$ cat src/rtl/add_seq_pkg.sv
// ---------------------------------------------------------------------------
// add_seq_pkg
// Shared definitions for the sequential digit-serial adder arbiter:
//   - default operand / digit widths
//   - FSM state encoding (IDLE, CALC, RESP)
//   - round-robin grant helper for the two requesters
// ---------------------------------------------------------------------------
package add_seq_pkg;

    localparam int DEFAULT_DATA_WIDTH  = 8;
    localparam int DEFAULT_DIGIT_WIDTH = 2;

    typedef enum logic [1:0] {
        IDLE = 2'd0,
        CALC = 2'd1,
        RESP = 2'd2
    } state_t;

    // One-hot grant for two requesters; prio selects the winner of a tie.
    function automatic logic [1:0] rr_grant(input logic [1:0] valid, input logic prio);
        logic [1:0] g;
        case (valid)
            2'b01:   g = 2'b01;
            2'b10:   g = 2'b10;
            2'b11:   g = prio ? 2'b10 : 2'b01;
            default: g = 2'b00;
        endcase
        return g;
    endfunction

endpackage

$ cat src/rtl/add_seq_slice.sv
// ---------------------------------------------------------------------------
// add_seq_slice
// Purely combinational DIGIT_WIDTH-bit adder slice with carry-in/carry-out.
// Ports:
//   a_i, b_i  : digit operands
//   cin_i     : carry-in
//   sum_o     : digit sum
//   cout_o    : carry-out of the digit MSB
// ---------------------------------------------------------------------------
module add_seq_slice #(
    parameter int DIGIT_WIDTH = 2
) (
    input  logic [DIGIT_WIDTH-1:0] a_i,
    input  logic [DIGIT_WIDTH-1:0] b_i,
    input  logic                   cin_i,
    output logic [DIGIT_WIDTH-1:0] sum_o,
    output logic                   cout_o
);

    logic [DIGIT_WIDTH:0] full_s;

    // Single-digit addition, extended by one bit to expose the carry.
    always_comb begin
        full_s = {1'b0, a_i} + {1'b0, b_i} + {{DIGIT_WIDTH{1'b0}}, cin_i};
        sum_o  = full_s[DIGIT_WIDTH-1:0];
        cout_o = full_s[DIGIT_WIDTH];
    end

endmodule

$ cat src/rtl/add_seq_arbiter.sv
// ---------------------------------------------------------------------------
// add_seq_arbiter
// Two-requester round-robin front end for a digit-serial adder. A granted
// request's operands are captured, added DIGIT_WIDTH bits per cycle (LSB
// digit first) and the result is presented with a valid/ready handshake.
// Ports:
//   s_clock, reset        : clock, asynchronous active-high reset
//   req_valid/req_ready   : per-requester request handshake (bit i = req i)
//   req_a, req_b          : packed operands, slice i*DATA_WIDTH is req i
//   req_sub               : per-requester subtract select (ADD_SEQ_SUB_EN only)
//   rsp_valid/rsp_ready   : response handshake
//   rsp_sum, rsp_carry    : result and carry out (1 = no borrow when subtracting)
//   rsp_id                : requester that owns the result
//   busy                  : high whenever the FSM is not in IDLE
// Optional feature macro: ADD_SEQ_SUB_EN (adds req_sub and subtraction).
// DATA_WIDTH must be a multiple of DIGIT_WIDTH.
// ---------------------------------------------------------------------------
module add_seq_arbiter
    import add_seq_pkg::*;
#(
    parameter int DATA_WIDTH  = DEFAULT_DATA_WIDTH,
    parameter int DIGIT_WIDTH = DEFAULT_DIGIT_WIDTH
) (
    input  logic                    s_clock,
    input  logic                    reset,
    input  logic [1:0]              req_valid,
    output logic [1:0]              req_ready,
    input  logic [2*DATA_WIDTH-1:0] req_a,
    input  logic [2*DATA_WIDTH-1:0] req_b,
`ifdef ADD_SEQ_SUB_EN
    input  logic [1:0]              req_sub,
`endif
    output logic                    rsp_valid,
    input  logic                    rsp_ready,
    output logic [DATA_WIDTH-1:0]   rsp_sum,
    output logic                    rsp_carry,
    output logic                    rsp_id,
    output logic                    busy
);

    localparam int NUM_DIGITS = DATA_WIDTH / DIGIT_WIDTH;
    localparam int CNT_W      = (NUM_DIGITS > 1) ? $clog2(NUM_DIGITS) : 1;
    localparam logic [CNT_W-1:0] LAST_DIGIT = CNT_W'(NUM_DIGITS - 1);

    state_t                          state_q;
    logic                            prio_q;      // requester favoured on a tie
    logic [DATA_WIDTH-1:0]           a_q;         // shifts right one digit per cycle
    logic [DATA_WIDTH-1:0]           b_q;
    logic [DATA_WIDTH-1:0]           acc_q;       // partial sum, filled from the top
    logic                            carry_q;
    logic [CNT_W-1:0]                digit_q;
    logic                            rsp_valid_q;
    logic [DATA_WIDTH-1:0]           rsp_sum_q;
    logic                            rsp_carry_q;
    logic                            rsp_id_q;
`ifdef ADD_SEQ_SUB_EN
    logic                            sub_q;
`endif

    logic [1:0]                      grant_s;
    logic                            gid_s;
    logic [DATA_WIDTH-1:0]           a_sel_s;
    logic [DATA_WIDTH-1:0]           b_sel_s;
    logic                            first_cin_s;
    logic [DIGIT_WIDTH-1:0]          b_dig_s;
    logic [DIGIT_WIDTH-1:0]          slice_sum_s;
    logic                            slice_cout_s;
    logic [DATA_WIDTH+DIGIT_WIDTH-1:0] acc_ext_s;
    logic [DATA_WIDTH-1:0]           acc_next_s;

    // Grant only in IDLE; held off while reset is asserted so req_ready reads 0.
    always_comb begin
        grant_s = 2'b00;
        if ((state_q == IDLE) && !reset) begin
            grant_s = rr_grant(req_valid, prio_q);
        end else begin
            grant_s = 2'b00;
        end
        gid_s   = grant_s[1];
        a_sel_s = gid_s ? req_a[2*DATA_WIDTH-1:DATA_WIDTH] : req_a[DATA_WIDTH-1:0];
        b_sel_s = gid_s ? req_b[2*DATA_WIDTH-1:DATA_WIDTH] : req_b[DATA_WIDTH-1:0];
`ifdef ADD_SEQ_SUB_EN
        first_cin_s = gid_s ? req_sub[1] : req_sub[0];
`else
        first_cin_s = 1'b0;
`endif
    end

    // Current B digit; inverted for subtraction so A + ~B + 1 is formed.
    always_comb begin
`ifdef ADD_SEQ_SUB_EN
        b_dig_s = sub_q ? ~b_q[DIGIT_WIDTH-1:0] : b_q[DIGIT_WIDTH-1:0];
`else
        b_dig_s = b_q[DIGIT_WIDTH-1:0];
`endif
    end

    add_seq_slice #(
        .DIGIT_WIDTH (DIGIT_WIDTH)
    ) u_slice (
        .a_i    (a_q[DIGIT_WIDTH-1:0]),
        .b_i    (b_dig_s),
        .cin_i  (carry_q),
        .sum_o  (slice_sum_s),
        .cout_o (slice_cout_s)
    );

    // New digit enters at the top; after NUM_DIGITS shifts the sum is aligned.
    always_comb begin
        acc_ext_s  = {slice_sum_s, acc_q};
        acc_next_s = acc_ext_s[DATA_WIDTH+DIGIT_WIDTH-1:DIGIT_WIDTH];
    end

    // Control FSM with operand/result datapath registers.
    always_ff @(posedge s_clock or posedge reset) begin
        if (reset) begin
            state_q     <= IDLE;
            prio_q      <= 1'b0;
            a_q         <= {DATA_WIDTH{1'b0}};
            b_q         <= {DATA_WIDTH{1'b0}};
            acc_q       <= {DATA_WIDTH{1'b0}};
            carry_q     <= 1'b0;
            digit_q     <= {CNT_W{1'b0}};
            rsp_valid_q <= 1'b0;
            rsp_sum_q   <= {DATA_WIDTH{1'b0}};
            rsp_carry_q <= 1'b0;
            rsp_id_q    <= 1'b0;
`ifdef ADD_SEQ_SUB_EN
            sub_q       <= 1'b0;
`endif
        end else begin
            case (state_q)
                IDLE: begin
                    if (|grant_s) begin
                        a_q      <= a_sel_s;
                        b_q      <= b_sel_s;
                        acc_q    <= {DATA_WIDTH{1'b0}};
                        carry_q  <= first_cin_s;
                        digit_q  <= {CNT_W{1'b0}};
                        rsp_id_q <= gid_s;
                        prio_q   <= ~gid_s;
`ifdef ADD_SEQ_SUB_EN
                        sub_q    <= first_cin_s;
`endif
                        state_q  <= CALC;
                    end else begin
                        state_q  <= IDLE;
                    end
                end
                CALC: begin
                    a_q     <= a_q >> DIGIT_WIDTH;
                    b_q     <= b_q >> DIGIT_WIDTH;
                    acc_q   <= acc_next_s;
                    carry_q <= slice_cout_s;
                    if (digit_q == LAST_DIGIT) begin
                        digit_q     <= {CNT_W{1'b0}};
                        rsp_sum_q   <= acc_next_s;
                        rsp_carry_q <= slice_cout_s;
                        rsp_valid_q <= 1'b1;
                        state_q     <= RESP;
                    end else begin
                        digit_q     <= digit_q + {{(CNT_W-1){1'b0}}, 1'b1};
                    end
                end
                RESP: begin
                    if (rsp_ready) begin
                        rsp_valid_q <= 1'b0;
                        state_q     <= IDLE;
                    end else begin
                        state_q     <= RESP;
                    end
                end
                default: begin
                    rsp_valid_q <= 1'b0;
                    state_q     <= IDLE;
                end
            endcase
        end
    end

    assign req_ready = grant_s;
    assign rsp_valid = rsp_valid_q;
    assign rsp_sum   = rsp_sum_q;
    assign rsp_carry = rsp_carry_q;
    assign rsp_id    = rsp_id_q;
    assign busy      = (state_q != IDLE);

endmodule

$ cat config.mk
export PLATFORM = sky130hd
export DESIGN_NAME = add_seq_arbiter
export DESIGN_NICKNAME = d
export VERILOG_FILES = /design/src/rtl/add_seq_pkg.sv /design/src/rtl/add_seq_slice.sv /design/src/rtl/add_seq_arbiter.sv
export SDC_FILE = /design/constraint.sdc
export NUM_CORES = 1
export LEC_CHECK = 0
export BUFFER_PORTS_ARGS = -buffer_cell sky130_fd_sc_hd__buf_2
export CAP_MARGIN = 25
export CORE_AREA = 3 3 62 64
export DETAILED_ROUTE_END_ITERATION = 16
export DIE_AREA = 0 0 65 67
export MAX_ROUTING_LAYER = met4
export PLACE_DENSITY = 0.81
export SYNTH_ARGS = -nofsm -noshare
export SYNTH_HDL_FRONTEND = slang
export SYNTH_HIERARCHICAL = 1
export SYNTH_SLANG_ARGS = --single-unit
$ cat constraint.sdc
create_clock -name s_clock -period 3.9 [get_ports s_clock]
set_input_delay 0 -clock s_clock [delete_from_list [all_inputs] [get_ports s_clock]]
set_output_delay 0 -clock s_clock [all_outputs]
set_load 0.01 [all_outputs]
# After elaboration in Yosys (flattened, before gate mapping)
# Cells that the tools add are included.
[word_totals]
ff_bits = 41
out_inout_bits = 14
input_bits = 37
wordCells = 58
[classes]
mux = 23
add_sub_neg = 3
reduce_logical = 10
eq_ne = 9
bitwise = 2
[ops]
columns = ["op", "n"]
rows = [
  ["$pmux 8 s2", 3],
  ["$mux 8", 5],
  ["$mux 2", 6],
  ["$pmux 2 s3", 2],
  ["$eq 2x2->1 const B", 4],
  ["$reduce_and 2->1", 3],
  ["$eq 2x1->1 const B", 2],
  ["$mux 1", 4],
  ["$ne 2x2->1 const B", 2],
  ["$pmux 2 s2", 1],
  ["$reduce_bool 2->1", 2],
  ["$add 2x2->3", 1],
  ["$add 3x1->3", 1],
  ["$pmux 1 s3", 1],
  ["$reduce_and 3->1", 1],
  ["$add 2x1->2 const B", 1],
  ["$logic_not 2->1", 1],
  ["$ne 2x1->1 const B", 1],
  ["$not 1->1", 2],
  ["$pmux 1 s2", 1],
  ["$reduce_or 2->1", 1],
  ["$logic_and 1x1->1", 1],
  ["$logic_not 1->1", 1],
]

# Longest topological paths before layout
[logic_depth]
ltp_word = 6
ltp_mapped = 6
depth_no_buf = 5

# Cells and area by module
# Netlist, hierarchy kept.
[by_module_without_submodules]
columns = ["module", "seq_area_each_um2", "area_each_um2", "n_inst", "cells_each"]
rows = [
  ["add_seq_arbiter", 975.9, 1741.7, 1, 157],
  ["add_seq_slice", 0.0, 70.1, 1, 10],
]

# Least setup slack after synthesis
# Ideal clock, no wire load.
[synth_path]
path_type = "flip-flop to flip-flop"
start = "register a_q[0]"
end = "register rsp_sum_q[7] (netlist: rsp_sum[7])"
t_required_ns = 3.775
arrival_time_ns = 1.555
path_slack_ns = 2.221
setup_time_ns = 0.125
path_buffers = 0
stages_incl_launch_ff = 6
period_less_slack_ns = 1.679
path_cell_list = "dfrtp_1 -> inv_1 -> fa_1 -> fa_1 -> inv_1 -> mux2_2"
[synth_between]
elab_chain_cells = 2
[synth_lines]
columns = ["element", "line", "source"]
rows = [
  ["from (decl)", "add_seq_arbiter.sv:47", "logic [DATA_WIDTH-1:0] a_q;"],
  ["from (signal assigned)", "add_seq_arbiter.sv:119", "a_q <= {DATA_WIDTH{1'b0}};"],
  ["from (signal assigned)", "add_seq_arbiter.sv:135", "a_q <= a_sel_s;"],
  ["from (signal assigned)", "add_seq_arbiter.sv:151", "a_q <= a_q >> DIGIT_WIDTH;"],
  ["$add 2x2->3", "add_seq_slice.sv:24", "full_s = {1'b0, a_i} + {1'b0, b_i} + {{DIGIT_WIDTH{1'b0}}, cin_i};"],
  ["$add 3x1->3", "add_seq_slice.sv:24", ""],
  ["named net slice_sum_s[1]", "add_seq_arbiter.sv:66", "logic [DIGIT_WIDTH-1:0] slice_sum_s;"],
  ["to (signal assigned)", "add_seq_arbiter.sv:125", "rsp_sum_q <= {DATA_WIDTH{1'b0}};"],
  ["to (signal assigned)", "add_seq_arbiter.sv:157", "rsp_sum_q <= acc_next_s;"],
  ["to (decl)", "add_seq_arbiter.sv:53", "logic [DATA_WIDTH-1:0] rsp_sum_q;"],
]
# The timed path passes the listed nets, and every way through them passes these cells.
# A chain may end at the register's enable or synchronous reset.

# Worst setup path in the final report
[layout_path]
start = "register state_q[1]"
end = "register b_q[0]"
[layout_between]
elab_chain_cells = 6
elab_cells_between_ends = 11
classes_between = "eq/ne: 2; mux: 4; reduce/logical: 5"
[layout_lines]
columns = ["element", "line", "source"]
rows = [
  ["from (decl)", "add_seq_arbiter.sv:45", "state_t state_q;"],
  ["from (signal assigned)", "add_seq_arbiter.sv:117", "state_q <= IDLE;"],
  ["from (signal assigned)", "add_seq_arbiter.sv:145", "state_q <= CALC;"],
  ["from (signal assigned)", "add_seq_arbiter.sv:147", "state_q <= IDLE;"],
  ["$logic_not 2->1", "add_seq_arbiter.sv:74, add_seq_arbiter.sv:132", ""],
  ["$logic_and 1x1->1", "add_seq_arbiter.sv:74", "if ((state_q == IDLE) && !reset) begin"],
  ["$mux 2", "add_seq_arbiter.sv:74", ""],
  ["$mux 8 or $reduce_or 2->1 (tied branches)", "add_seq_arbiter.sv:81, add_seq_arbiter.sv:134", ""],
  ["$mux 8 or $ne 2x1->1 (tied branches)", "--", ""],
  ["$pmux 8 s2 or $reduce_and 2->1 (tied branches)", "--", ""],
  ["to (signal assigned)", "add_seq_arbiter.sv:120", "b_q <= {DATA_WIDTH{1'b0}};"],
  ["to (signal assigned)", "add_seq_arbiter.sv:136", "b_q <= b_sel_s;"],
  ["to (signal assigned)", "add_seq_arbiter.sv:152", "b_q <= b_q >> DIGIT_WIDTH;"],
  ["to (decl)", "add_seq_arbiter.sv:48", "logic [DATA_WIDTH-1:0] b_q;"],
]
# Parallel ways exist; a longest one is shown, timed or not. The select of a mux whose other input is x is not followed.

==> metrics.txt <==
# TYPE chip_impl_metric gauge
chip_impl_metric{name="power_density",unit="nW/µm²"} 736
chip_impl_metric{name="synthXorXnorAreaFrac",unit=""} 0
chip_impl_metric{name="detailedRoute.firstPassIterationCount",unit=""} 4
chip_impl_metric{name="clk_path_buf_depth",unit=""} 2
chip_impl_metric{name="irDropWorstVdd",unit="mV"} 0.363
chip_impl_metric{name="first_global_vias",unit=""} 1682
chip_impl_metric{name="fraction_of_layout_instances_using_a_drive_strength_above_1",unit=""} 0.300
chip_impl_info{name="tritoncts",value="done"} 1
chip_impl_metric{name="tritoncts_num_sinks",unit=""} 39
chip_impl_metric{name="synthCells",unit=""} 167
chip_impl_metric{name="synth_compound_area_frac",unit=""} 0.195
chip_impl_metric{name="cts_resized",unit=""} 0
chip_impl_metric{name="synth-simple-area-share",unit=""} 0.104
chip_impl_metric{name="synth_area",unit="µm²"} 1810
chip_impl_metric{name="setup_viol_count_final",unit=""} 0
chip_impl_metric{name="finalWorstPathRequiredPeriod",unit="ns"} 2.50
chip_impl_metric{name="detail_route.drc_violations",unit=""} 0
chip_impl_info{name="crit_top_cell",value="nor3_1"} 1
chip_impl_metric{name="worst_ep_required_time",unit="ns"} 4.19
chip_impl_metric{name="number_of_warnings_issued_by_yosys",unit=""} 6
chip_impl_metric{name="total_leakage_power",unit="nW"} 1.24
chip_impl_metric{name="worst_slew_pin_slew",unit="ns"} 0.695
chip_impl_metric{name="timing_hold_violations_final",unit=""} 0
chip_impl_metric{name="insertion_delay",unit="ns"} 0.35
chip_impl_metric{name="synth.ff_latch_count",unit=""} 39
chip_impl_metric{name="total_inserted_antenna_cells",unit=""} 0
chip_impl_metric{name="grt.overflow.total",unit=""} 0
chip_impl_metric{name="path_clk_slew",unit="ns"} 0.12
chip_impl_metric{name="crit_path_max_incr_delay",unit="ns"} 0.56
chip_impl_metric{name="synthMuxAreaShare",unit=""} 0.0780
chip_impl_metric{name="timing.final.crit_share",unit=""} 0.641
chip_impl_metric{name="die-area",unit="µm²"} 4360
chip_impl_info{name="postSynth.topFlopCell",value="dfrtp_1"} 1
chip_impl_info{name="run_status",value="finished, final reports clean"} 1
chip_impl_metric{name="wl",unit="µm"} 4410
chip_impl_metric{name="yosys_top_cell_area_share",unit=""} 0.539
chip_impl_metric{name="floorplan.initialDensity",unit=""} 0.543
chip_impl_metric{name="die_width",unit="µm"} 65
chip_impl_metric{name="row_count",unit=""} 21
chip_impl_info{name="clock-root-buffer",value="clkbuf_4"} 1
chip_impl_metric{name="max_clock_freq",unit="MHz"} 400
chip_impl_metric{name="grt_max_degree",unit=""} 40
chip_impl_metric{name="fin_tns_setup",unit="ns"} 0
chip_impl_metric{name="post-dp-hpwl",unit="µm"} 2620
chip_impl_info{name="hold_path.startpoint",value="req_valid[0]"} 1
chip_impl_metric{name="buffers_inserted_by_post_cts_timing_repair",unit=""} 0
chip_impl_metric{name="grt_util_all_layers",unit=""} 0.238
chip_impl_metric{name="detailed_place.area",unit="µm²"} 2070
chip_impl_info{name="critical_path.slowest_cell",value="dlygate4sd3_1"} 1
chip_impl_info{name="synth.top_cells.by_count",value="dfrtp_1, o21ai_0, nor3_1"} 1
chip_impl_metric{name="maxCapViolCount",unit=""} 0
chip_impl_metric{name="fin_cells",unit=""} 296
chip_impl_metric{name="syn-num-nets",unit=""} 207
chip_impl_metric{name="async_reset_ff_frac",unit=""} 1.00
chip_impl_metric{name="cts_hold_buffers",unit=""} 34
chip_impl_info{name="critical_path.startpoint",value="state_q[1]"} 1
chip_impl_metric{name="floorplan.io_pins",unit=""} 51
chip_impl_metric{name="wire_length_of_the_first_global_routing_pass",unit="µm"} 7640
chip_impl_metric{name="ys_types",unit=""} 29
chip_impl_metric{name="timing_max_transition_violations_final",unit=""} 0
chip_impl_metric{name="tritoncts.num_buffers",unit=""} 5
chip_impl_metric{name="vias_per_cell",unit=""} 5.56
chip_impl_metric{name="synth-edff-count",unit=""} 0
chip_impl_metric{name="worst_skew",unit="ns"} 0.0125
chip_impl_metric{name="critical_path_arrival",unit="ns"} 2.79
chip_impl_info{name="synth_top_family_by_area",value="compound AO/OA/AOI/OAI gates"} 1
chip_impl_info{name="critical_path_class",value="reg2reg"} 1
chip_impl_metric{name="gp_congestion",unit=""} 0.783
chip_impl_info{name="synth_area_leaders",value="dfrtp_1, mux2_2, a22oi_1"} 1
chip_impl_info{name="cell_with_the_most_instances_after_synthesis",value="dfrtp_1"} 1
chip_impl_metric{name="wl_per_cell",unit="µm"} 14.9
chip_impl_info{name="worstReg2RegStart",value="state_q[1]"} 1
chip_impl_metric{name="crit_path_max_fanout",unit=""} 15
chip_impl_metric{name="vias",unit=""} 1645
chip_impl_metric{name="final_util",unit=""} 0.749
chip_impl_metric{name="syn_to_final_growth",unit="%"} 37.9
chip_impl_metric{name="maxSlewHeadroom",unit=""} 0.536
chip_impl_info{name="largest_area_contributor_in_the_synthesized_netlist",value="dfrtp_1"} 1
chip_impl_info{name="worst_setup_path_start_kind",value="flop"} 1
chip_impl_info{name="holdCritPathClass",value="in2reg"} 1
chip_impl_metric{name="htree_levels",unit=""} 2
chip_impl_metric{name="drt_first_iter_violations",unit=""} 108
chip_impl_metric{name="dp.cells",unit=""} 254
chip_impl_metric{name="final_instance_area",unit="µm²"} 2500
chip_impl_metric{name="coreArea",unit="µm²"} 3340
chip_impl_metric{name="layout_nets",unit=""} 289
chip_impl_info{name="critical_path.cell_chain",value="nor3_1, nand3_1, inv_1, nor3_1, o21ai_1, dlygate4sd3_1"} 1
chip_impl_metric{name="totalPowerFinal",unit="W"} 0.00184
chip_impl_metric{name="die_height",unit="µm"} 67
chip_impl_metric{name="synth_adder_area_share",unit=""} 0.0290
chip_impl_metric{name="postRouteAntennaNets",unit=""} 0
chip_impl_metric{name="port-buffer-count",unit=""} 50
chip_impl_metric{name="antenna_found_initial",unit=""} 0
chip_impl_info{name="end_kind",value="flop"} 1
chip_impl_metric{name="proportion_of_synthesized_chip_area_in_sequential_cells",unit=""} 0.539
chip_impl_metric{name="avgSynthCellArea",unit="µm²"} 10.8
chip_impl_info{name="grt_setup_unrepaired",value="no"} 1
-- path summary, 6_finish.rpt --
| kind | end | slack [ns] | depth (start not counted) |
|---|---|---|---|
| worst max-delay path | b_q[0] | 1.40 | 6 |
| worst min-delay path | rsp_id | 0.06 | 3 |
| worst max register to register | b_q[0] | 1.40 | 6 |
| worst min register to register | rsp_valid | 0.50 | 2 |
| max in group asynchronous | rsp_sum[6] | 3.18 | 4 |
| min in group asynchronous | state_q[0] | 0.38 | 4 |
-- cell type report --
type | instances | area (µm²)
sequential | 39 | 976
tap | 46 | 57.6
fill | 229 | 838
timing repair buffer | 85 | 598
inverter | 12 | 45.0
multi-input combinational | 106 | 736
clock inverter | 2 | 35.0
clock buffer | 6 | 51.3
-- logic make-up (layout without fill, tap and decap cells) --
| kind of cell | count (synthesis) | after routing |
|---|---|---|
| AO/OA/AOI/OAI | 54 | 54 |
| adder cells (fa/ha/maj) | 3 | 3 |
| AND/OR/NAND/NOR | 36 | 36 |
| buffers and inverters | 22 | 105 |
| flip-flops | 39 | 39 |
| multiplexers | 13 | 13 |
-- metal layers --
layer,track usage,part of all wire
met3,0.0641,0.065
met4,0.103,0.031
met5,-,0
met2,0.379,0.49
met1,0.285,0.42
-- critical path, delay by kind of cell, from the launching register on --
| kind | cells | cell delay (ns) |
|---|---|---|
| flops | 1 | 0.48 |
| simple gates | 3 | 0.76 |
| compound gates | 1 | 0.18 |
| buf+inv | 2 | 1.02 |
-- flip-flops by register name (all words and copies together) (netlist names) --
name	flops
b_q	8
state_q	2
digit_q	2
rsp_sum	8
carry_q	1
rsp_id	1
acc_q	6
prio_q	1
rsp_valid	1
a_q	8
rsp_carry	1
-- power by group --
part	switching [W]	leakage [nW]	internal, W
Clock	0.000133	0.0482	0.000151
Sequential	0.000119	0.496	0.000582
Combinational	0.000421	0.694	0.000432
-- placed cells by master (no fill, tap or decap), types with 2 or more instances in the layout --
cell           synthesis  routed
o21ai_0               17      17
nand2b_1               2       2
a22oi_1               12      12
dlygate4sd3_1          0      34
nor2_1                 2       2
mux2_2                 9       9
dfrtp_1               39      39
mux2i_1                4       4
nand3_1                5       5
nand2_1                8       8
nor3_1                14      14
inv_1                 12      12
buf_2                  5      50
clkbuf_4               0       5
o21ai_2                4       4
a22o_1                 8       8
o21ai_1               10      10
fa_1                   2       2
-- stage by stage --
stage	setup WS, ns	hold slack, ns
final	1.40	0.0617
after global routing	1.15	0.0954
after CTS	1.47	0.0584
after detailed placement	1.85	0.187
after global placement	1.89	0.188
after floorplan	2.22	0.154
No activity file was read; power rests on OpenSTA's default activity.
